$ cat src/rtl/bullet_pkg.sv
// Shared definitions for the bullet sweep engine: FSM states, record word
// offsets, status-word bit positions and velocity field accessors.
package bullet_pkg;

  typedef enum logic [3:0] {
    S_IDLE,
    S_RD_STAT,
    S_RD_VEL,
    S_RD_X,
    S_RD_Y,
    S_ERASE,
    S_CALC,
    S_WR_X,
    S_WR_Y,
    S_DRAW,
    S_KILL,
    S_NEXT,
    S_DONE
  } state_e;

  // Word offsets inside a 4-word bullet record
  localparam logic [1:0] OFF_STAT = 2'd0;
  localparam logic [1:0] OFF_VEL  = 2'd1;
  localparam logic [1:0] OFF_X    = 2'd2;
  localparam logic [1:0] OFF_Y    = 2'd3;

  // Status word layout
  localparam int STAT_ACTIVE_BIT = 7;
  localparam int STAT_COLOR_LSB  = 4;

  // Width of the signed position arithmetic; wide enough that any 8-bit
  // coordinate plus a 4-bit velocity can never overflow.
  localparam int CALC_W = 10;

  function automatic logic signed [3:0] vel_dx(input logic [7:0] v);
    return $signed(v[7:4]);
  endfunction

  function automatic logic signed [3:0] vel_dy(input logic [7:0] v);
    return $signed(v[3:0]);
  endfunction

  function automatic logic [2:0] stat_color(input logic [7:0] s);
    return s[STAT_COLOR_LSB +: 3];
  endfunction

endpackage

$ cat src/rtl/bullet_sweep_engine_if.sv
// Bundle of frame-sequencer handshake, bullet RAM port and VGA pixel writer
// signals. master = sweep engine side, slave = environment side.
interface bullet_sweep_engine_if #(
  parameter int ADDR_W = 8
);
  logic              begin_draw;
  logic              done;
  logic [ADDR_W-1:0] address;
  logic [7:0]        DataOut;
  logic [7:0]        WriteData;
  logic              RamWrite;
  logic [7:0]        x;
  logic [6:0]        y;
  logic [2:0]        color;
  logic              drawEn;
  logic [ADDR_W-1:0] active_count;

  modport master (
    input  begin_draw, DataOut,
    output done, address, WriteData, RamWrite, x, y, color, drawEn, active_count
  );

  modport slave (
    output begin_draw, DataOut,
    input  done, address, WriteData, RamWrite, x, y, color, drawEn, active_count
  );
endinterface

$ cat src/rtl/bullet_sweep_engine_step.sv
// bullet_step: combinational next-position and bounds check for one bullet.
// Optional macro BULLET_WRAP_EN: wrap off-screen coordinates modulo the
// screen size instead of flagging them out of bounds.
module bullet_step
  import bullet_pkg::*;
#(
  parameter int SCREEN_W = 160,
  parameter int SCREEN_H = 120
) (
  input  logic [7:0]        x,
  input  logic [6:0]        y,
  input  logic signed [3:0] dx,
  input  logic signed [3:0] dy,
  output logic [7:0]        nx,
  output logic [6:0]        ny,
  output logic              oob
);
  localparam logic signed [CALC_W-1:0] W_S = CALC_W'(SCREEN_W);
  localparam logic signed [CALC_W-1:0] H_S = CALC_W'(SCREEN_H);

  logic signed [CALC_W-1:0] w_nxs;
  logic signed [CALC_W-1:0] w_nys;

  assign w_nxs = $signed(CALC_W'(x)) + CALC_W'(dx);
  assign w_nys = $signed(CALC_W'(y)) + CALC_W'(dy);

`ifdef BULLET_WRAP_EN
  logic signed [CALC_W-1:0] w_nxw;
  logic signed [CALC_W-1:0] w_nyw;

  // Fold a single step past either edge back onto the opposite edge
  always_comb begin
    w_nxw = w_nxs;
    w_nyw = w_nys;
    if (w_nxs < 0)         w_nxw = w_nxs + W_S;
    else if (w_nxs >= W_S) w_nxw = w_nxs - W_S;
    if (w_nys < 0)         w_nyw = w_nys + H_S;
    else if (w_nys >= H_S) w_nyw = w_nys - H_S;
  end

  assign nx  = 8'(w_nxw);
  assign ny  = 7'(w_nyw);
  assign oob = 1'b0;
`else
  assign nx  = 8'(w_nxs);
  assign ny  = 7'(w_nys);
  assign oob = (w_nxs < 0) || (w_nxs >= W_S) || (w_nys < 0) || (w_nys >= H_S);
`endif

endmodule

$ cat src/rtl/bullet_sweep_engine.sv
// bullet_sweep_engine: on each begin_draw, walks the bullet table, erases,
// moves, writes back (or retires) and redraws every active bullet.
// Optional macro BULLET_WRAP_EN (in bullet_step): wrap instead of retiring.
// Every active record costs 14 cycles whether it survives or is retired;
// inactive records cost 3.
module bullet_sweep_engine
  import bullet_pkg::*;
#(
  parameter int         NUM_BULLETS = 64,
  parameter int         SCREEN_W    = 160,
  parameter int         SCREEN_H    = 120,
  parameter logic [2:0] BG_COLOR    = 3'b000,
  parameter int         ADDR_W      = 8
) (
  input logic                   clk,
  input logic                   reset,
  bullet_sweep_engine_if.master bus
);
  localparam int IDX_W = ADDR_W - 2;
  localparam logic [IDX_W-1:0] LAST_IDX = IDX_W'(NUM_BULLETS - 1);

  state_e             r_state;
  logic [1:0]         r_sub;
  logic [IDX_W-1:0]   r_idx;
  logic [ADDR_W-1:0]  r_count;
  logic [ADDR_W-1:0]  r_active_count;
  logic [7:0]         r_stat;
  logic [7:0]         r_vel;
  logic [7:0]         r_x;
  logic [6:0]         r_y;

  state_e             w_state_nxt;
  logic [1:0]         w_sub_nxt;
  logic               w_clr, w_adv, w_inc, w_latch;
  logic [1:0]         w_off;
  logic [7:0]         w_wdata;
  logic               w_we, w_draw, w_done;
  logic [7:0]         w_x;
  logic [6:0]         w_y;
  logic [2:0]         w_color;
  logic signed [3:0]  w_dx, w_dy;
  logic [7:0]         w_nx;
  logic [6:0]         w_ny;
  logic               w_oob;

  assign w_dx = vel_dx(r_vel);
  assign w_dy = vel_dy(r_vel);

  bullet_step #(
    .SCREEN_W (SCREEN_W),
    .SCREEN_H (SCREEN_H)
  ) u_step (
    .x   (r_x),
    .y   (r_y),
    .dx  (w_dx),
    .dy  (w_dy),
    .nx  (w_nx),
    .ny  (w_ny),
    .oob (w_oob)
  );

  // Control state: FSM state, wait sub-counter, record index and counts
  always_ff @(posedge clk) begin
    if (reset) begin
      r_state        <= S_IDLE;
      r_sub          <= 2'd0;
      r_idx          <= '0;
      r_count        <= '0;
      r_active_count <= '0;
    end else begin
      r_state <= w_state_nxt;
      r_sub   <= w_sub_nxt;
      if (w_clr) begin
        r_idx   <= '0;
        r_count <= '0;
      end else begin
        if (w_adv) r_idx   <= r_idx + IDX_W'(1);
        if (w_inc) r_count <= r_count + ADDR_W'(1);
      end
      if (w_latch) r_active_count <= r_count;
    end
  end

  // Record fields are captured on the second (data-valid) cycle of each read
  always_ff @(posedge clk) begin
    if (r_sub == 2'd1) begin
      case (r_state)
        S_RD_STAT: r_stat <= bus.DataOut;
        S_RD_VEL:  r_vel  <= bus.DataOut;
        S_RD_X:    r_x    <= bus.DataOut;
        S_RD_Y:    r_y    <= bus.DataOut[6:0];
        default: ;
      endcase
    end
  end

  // Next-state and Moore outputs; every output defaults to an idle value
  always_comb begin
    w_state_nxt = r_state;
    w_sub_nxt   = 2'd0;
    w_clr       = 1'b0;
    w_adv       = 1'b0;
    w_inc       = 1'b0;
    w_latch     = 1'b0;
    w_off       = OFF_STAT;
    w_wdata     = 8'd0;
    w_we        = 1'b0;
    w_draw      = 1'b0;
    w_done      = 1'b0;
    w_x         = 8'd0;
    w_y         = 7'd0;
    w_color     = 3'd0;
    case (r_state)
      S_IDLE: begin
        if (bus.begin_draw) begin
          w_clr       = 1'b1;
          w_state_nxt = S_RD_STAT;
        end
      end
      S_RD_STAT: begin
        w_off = OFF_STAT;
        if (r_sub == 2'd0) w_sub_nxt = 2'd1;
        else w_state_nxt = bus.DataOut[STAT_ACTIVE_BIT] ? S_RD_VEL : S_NEXT;
      end
      S_RD_VEL: begin
        w_off = OFF_VEL;
        if (r_sub == 2'd0) w_sub_nxt = 2'd1;
        else w_state_nxt = S_RD_X;
      end
      S_RD_X: begin
        w_off = OFF_X;
        if (r_sub == 2'd0) w_sub_nxt = 2'd1;
        else w_state_nxt = S_RD_Y;
      end
      S_RD_Y: begin
        w_off = OFF_Y;
        if (r_sub == 2'd0) w_sub_nxt = 2'd1;
        else w_state_nxt = S_ERASE;
      end
      S_ERASE: begin
        w_draw      = 1'b1;
        w_x         = r_x;
        w_y         = r_y;
        w_color     = BG_COLOR;
        w_state_nxt = S_CALC;
      end
      S_CALC: w_state_nxt = w_oob ? S_KILL : S_WR_X;
      S_WR_X: begin
        w_off       = OFF_X;
        w_we        = 1'b1;
        w_wdata     = w_nx;
        w_state_nxt = S_WR_Y;
      end
      S_WR_Y: begin
        w_off       = OFF_Y;
        w_we        = 1'b1;
        w_wdata     = {1'b0, w_ny};
        w_state_nxt = S_DRAW;
      end
      S_DRAW: begin
        w_draw      = 1'b1;
        w_x         = w_nx;
        w_y         = w_ny;
        w_color     = stat_color(r_stat);
        w_inc       = 1'b1;
        w_state_nxt = S_NEXT;
      end
      S_KILL: begin
        // One write cycle, then two idle cycles so a retired bullet takes
        // as long as a surviving one (WR_X, WR_Y, DRAW).
        w_off = OFF_STAT;
        if (r_sub == 2'd0) begin
          w_we      = 1'b1;
          w_wdata   = r_stat & ~(8'd1 << STAT_ACTIVE_BIT);
          w_sub_nxt = 2'd1;
        end else if (r_sub == 2'd1) begin
          w_sub_nxt = 2'd2;
        end else begin
          w_state_nxt = S_NEXT;
        end
      end
      S_NEXT: begin
        if (r_idx == LAST_IDX) begin
          w_latch     = 1'b1;
          w_state_nxt = S_DONE;
        end else begin
          w_adv       = 1'b1;
          w_state_nxt = S_RD_STAT;
        end
      end
      S_DONE: begin
        w_done = 1'b1;
        if (!bus.begin_draw) w_state_nxt = S_IDLE;
      end
      default: w_state_nxt = S_IDLE;
    endcase
  end

  assign bus.address      = {r_idx, w_off};
  assign bus.WriteData    = w_wdata;
  assign bus.RamWrite     = w_we;
  assign bus.drawEn       = w_draw;
  assign bus.x            = w_x;
  assign bus.y            = w_y;
  assign bus.color        = w_color;
  assign bus.done         = w_done;
  assign bus.active_count = r_active_count;

endmodule

$ cat src/flat_wrapper.sv
// flat-port wrapper written by rule: the top's interface ports become plain ports
module bullet_sweep_engine_flat import bullet_pkg::*;
#(
  parameter int         NUM_BULLETS = 64,
  parameter int         SCREEN_W    = 160,
  parameter int         SCREEN_H    = 120,
  parameter logic [2:0] BG_COLOR    = 3'b000,
  parameter int         ADDR_W      = 8
)
  (clk, reset, bus_begin_draw, bus_DataOut, bus_done, bus_address, bus_WriteData, bus_RamWrite, bus_x, bus_y, bus_color, bus_drawEn, bus_active_count);
  bullet_sweep_engine_if #(.ADDR_W(ADDR_W)) bus_i ();
  input logic clk;
  input logic reset;
  input wire logic [$bits(bus_i.begin_draw)-1:0] bus_begin_draw;
  input wire logic [$bits(bus_i.DataOut)-1:0] bus_DataOut;
  output wire logic [$bits(bus_i.done)-1:0] bus_done;
  output wire logic [$bits(bus_i.address)-1:0] bus_address;
  output wire logic [$bits(bus_i.WriteData)-1:0] bus_WriteData;
  output wire logic [$bits(bus_i.RamWrite)-1:0] bus_RamWrite;
  output wire logic [$bits(bus_i.x)-1:0] bus_x;
  output wire logic [$bits(bus_i.y)-1:0] bus_y;
  output wire logic [$bits(bus_i.color)-1:0] bus_color;
  output wire logic [$bits(bus_i.drawEn)-1:0] bus_drawEn;
  output wire logic [$bits(bus_i.active_count)-1:0] bus_active_count;
  assign bus_i.begin_draw = bus_begin_draw;
  assign bus_i.DataOut = bus_DataOut;
  assign bus_done = bus_i.done;
  assign bus_address = bus_i.address;
  assign bus_WriteData = bus_i.WriteData;
  assign bus_RamWrite = bus_i.RamWrite;
  assign bus_x = bus_i.x;
  assign bus_y = bus_i.y;
  assign bus_color = bus_i.color;
  assign bus_drawEn = bus_i.drawEn;
  assign bus_active_count = bus_i.active_count;
  bullet_sweep_engine #(.NUM_BULLETS(NUM_BULLETS), .SCREEN_W(SCREEN_W), .SCREEN_H(SCREEN_H), .BG_COLOR(BG_COLOR), .ADDR_W(ADDR_W)) u_core (.clk(clk), .reset(reset), .bus(bus_i));
endmodule
$ cat config.mk
export PLATFORM = sky130hd
export DESIGN_NAME = bullet_sweep_engine_flat
export DESIGN_NICKNAME = d
export VERILOG_FILES = /design/src/rtl/bullet_pkg.sv /design/src/rtl/bullet_sweep_engine_if.sv /design/src/rtl/bullet_sweep_engine_step.sv /design/src/rtl/bullet_sweep_engine.sv /design/src/flat_wrapper.sv
export SDC_FILE = /design/constraint.sdc
export NUM_CORES = 1
export LEC_CHECK = 0
export ABC_AREA = 1
export CAP_MARGIN = 30
export CORE_AREA = 2 2 101 94
export CTS_CLUSTER_SIZE = 14
export DETAILED_ROUTE_END_ITERATION = 8
export DIE_AREA = 0 0 103 96
export PLACE_DENSITY = 0.65
export SYNTH_ARGS = -nofsm -noshare
export SYNTH_HDL_FRONTEND = slang
export SYNTH_SLANG_ARGS = --single-unit
$ cat constraint.sdc
create_clock -name clk -period 3.35 [get_ports clk]
set_clock_uncertainty 0.2 [all_clocks]
set_input_delay 0.335 -clock clk [delete_from_list [all_inputs] [get_ports clk]]
set_output_delay 0.335 -clock clk [all_outputs]
set_load 0.01 [all_outputs]
==> impl_metrics.py <==
metrics = {
    "logic_synthesis": {
        "ys_seq_area_share_pct": 41.3,
        "netlist_area_sq_um": 3530,
        "synth_warnings": 0,
        "synthDistinctLibCells": 39,
        "synth.most_common_cell": "nand2_1",
        "synth_fp_nets": 500,
        "netlist_top_cells_count": "nand2_1 (127), inv_1 (73), nor2_1 (47)",
        "ys_ff_latch": 58,
        "synth_top_area_share_pct": 25.5,
        "yosys-top-cells-area": "edfxtp_1 (25%), dfxtp_1 (16%), nand2_1 (13%), inv_1 (7.8%), ha_1 (6.7%)",
        "yosys.area.top_type": "edfxtp_1",
        "syn_area_per_cell_sq_um": 7.55,
        "ys_async_sr_fraction_pct": 0,
        "synth_edf_count": 30,
        "synth_flop_cell": "edfxtp_1",
        "synthCells": 468,
    },
    "worst_setup_path": {
        "timing.rr.start": "u_core.r_y[0]",
        "crit_top_cell": "nand2_2",
        "cp-end-kind": "output pin",
        "crit_arrival_ps": 2640,
        "slowest_delay_ps": 590,
        "critPathBufInv": 1,
        "cp_cell_sequence": "ha_1 > nand2_2 > nor2_2 > nand2_1 > nand4_1 > nand2_2 > o21ai_0 > clkdlybuf4s50_1",
        "start_kind": "flop",
        "crit_family": "buffers and inverters",
        "crit_fanout": 8,
        "cp-startpoint": "u_core.r_vel[7]",
        "crit_required_ps": 2810,
        "cpMaxStageDelayCell": "clkdlybuf4s50_1",
        "path_class": "flop to output pin",
    },
    "pwr": {
        "ir_drop_v": 0.000209,
        "power.switching_mw": 0.633,
        "p_comb_share_pct": 25.3,
        "switching_share_pct": 33.1,
        "finalPower_mw": 1.91,
        "p_leak_nw": 1.94,
        "internal-power_mw": 1.28,
        "power_density_nw_per_um2": 432,
        "clkPwrFrac_pct": 32.4,
        "p_seq_share_pct": 42.3,
    },
    "sta": {
        "rsz0062_at_grt": "false",
        "period_share_pct": 94.9,
        "tightest_slew_ps": 827,
        "hold_slack_ps": 289,
        "setup_tns_ps": 0,
        "relSlewSlack_pct": 44.6,
        "hold_viol_final": 0,
        "period_minus_slack_ps": 3180,
        "finalSetupViolCount": 0,
        "setup_ws_ps": 171,
        "drv_slew": 0,
        "max_freq_ghz": 0.315,
    },
    "cells_and_area": {
        "fin_util_pct": 50.1,
        "layoutNonFillerInstCount": 660,
        "antenna_cells": 0,
        "final_area_sq_um": 4430,
        "nets": 565,
        "layout-area-overhead-vs-synth_pct": 25.3,
        "drive_gt1_share_pct": 9.48,
    },
    "place": {
        "placed_cell_area_sq_um": 4240,
        "place_ws_ps": 487,
        "gp_congestion": 0.888,
        "io_buffers": 55,
        "hpwlAfterDp_microns": 7110,
        "place_inst": 644,
    },
    "clock_network": {
        "cts-root-buf": "clkbuf_8",
        "cts_tree": "yes",
        "post_cts_resized": 0,
        "numClockSinks": 58,
        "clockBufferDepth": 2,
        "insertion_delay_ps": 330,
        "cts.clk_slew.worst_paths_ps": 70,
        "cts_setup_buffers": 0,
        "cts_buffers": 9,
        "cts_max_level": 3,
        "cts_hold_buffers": 0,
    },
    "detailed_routing": {
        "vias": 3268,
        "wl_microns": 9230,
        "dr.pass1.iters": 6,
        "drtAntennaViolNets": 0,
        "via_per_inst": 4.95,
        "met3_length_microns": 641,
        "met2_length_microns": 4100,
        "drtIter0Drc": 297,
        "drc": 0,
        "dr.max_layer_used": "met4",
        "wl_met1_microns": 4400,
        "wl_per_cell_microns": 14.0,
    },
    "die": {
        "die_w_microns": 103,
        "die_area_sq_um": 9890,
        "placementRows": 33,
        "core-area_sq_um": 8840,
        "pin_count": 56,
        "start_util_pct": 40.0,
        "die_h_microns": 96,
    },
    "grt": {
        "grtUsageTotal_pct": 19.3,
        "grt_overflow": 0,
        "grt_pass1_vias": 3049,
        "grt_pass1_wl_microns": 14700,
        "grt_start_max_net_pins": 21,
        "antenna_found_initial": 0,
    },
    "worst_hold_path": {
        "hold_path_class": "flop to flop",
        "hp-start": "u_core.r_count[7]",
    },
    "outcome": {
        "outcome": "finished, final reports clean",
    },
    "run": {
        "drv_cap": 0,
    },
}
registers in the layout, indices dropped and copies added (netlist names):
signal                   flops
u_core.r_state               4
u_core.bus.active_count      8
u_core.r_y                   7
u_core.r_x                   8
u_core.r_vel                 8
u_core.r_idx                 6
u_core.r_sub                 2
u_core.r_count               8
u_core.r_stat                7
layout make-up:
| class | instances | area [sq um] |
|---|---|---|
| multi-input cells | 325 | 1740 |
| inverters | 81 | 304 |
| flip-flops and latches | 58 | 1460 |
| fillers | 904 | 4410 |
| clock inverters | 5 | 35.0 |
| clock buffers | 11 | 156 |
| well taps | 122 | 153 |
| repair buffers | 58 | 576 |
power by group through the flow:
| stage | Clock (mW) | Combinational (mW) | Sequential [mW] |
|---|---|---|---|
| 2_1_floorplan | 0 | 0.324 | 0.820 |
| 3_3_place_gp | 0 | 0.478 | 0.824 |
| 3_5_place_dp | 0 | 0.478 | 0.825 |
| 4_1_cts | 0.638 | 0.481 | 0.810 |
| 5_1_grt | 0.665 | 0.540 | 0.813 |
| 6_report | 0.620 | 0.484 | 0.810 |
layer usage:
metal,GRT usage (%),up-vias
met5,0,-
met4,5.59,0
met3,4.43,9
met2,29.0,114
met1,27.7,1494
li1,-,1651
final timing paths:
check | endpoint | slack (ps) | cells after the start
worst max register to register | u_core.r_state[2] | 860 | 15
worst min register to register | u_core.bus.active_count[7] | 290 | 2
worst max-delay path | bus_x[5] | 170 | 8
worst min-delay path | u_core.bus.active_count[7] | 290 | 2
cells in the final DEF (no fill, tap or decap), types with 2 or more instances in the layout:
master,netlist,layout
nand2_1,127,127
inv_1,73,73
clkdlybuf4s50_1,0,54
nor2_1,47,47
edfxtp_1,30,30
dfxtp_1,28,28
o21ai_0,25,24
a21oi_1,23,23
nand3_1,21,21
ha_1,19,19
clkbuf_8,0,9
nor2_2,8,8
inv_2,7,7
nand4_1,6,6
o221ai_1,6,6
nand2_2,5,5
xor2_1,5,5
nor3_1,5,5
o21ai_1,2,3
nor4_1,3,3
buf_4,0,3
nand2_4,2,2
nor2_4,2,2
xnor2_1,2,2
o211ai_1,2,2
o21ai_2,2,2
fa_1,2,2
clkinv_4,0,2
inv_4,0,2
worst min-delay path: stages (launching register included):
cell and delay (ps):
dfxtp_1 300, inv_1 80, a21oi_1 60
cell families after synthesis:
family,Yosys count,share of synthesized area (%)
AND/OR/NAND/NOR,232,29.0
buffers and inverters,85,9.31
AO/OA/AOI/OAI,65,10.7
flip-flops,58,41.3
adder cells (fa/ha/maj),21,7.86
XOR/XNOR,7,1.73
Note: power is estimated with default switching activity, not from simulation.
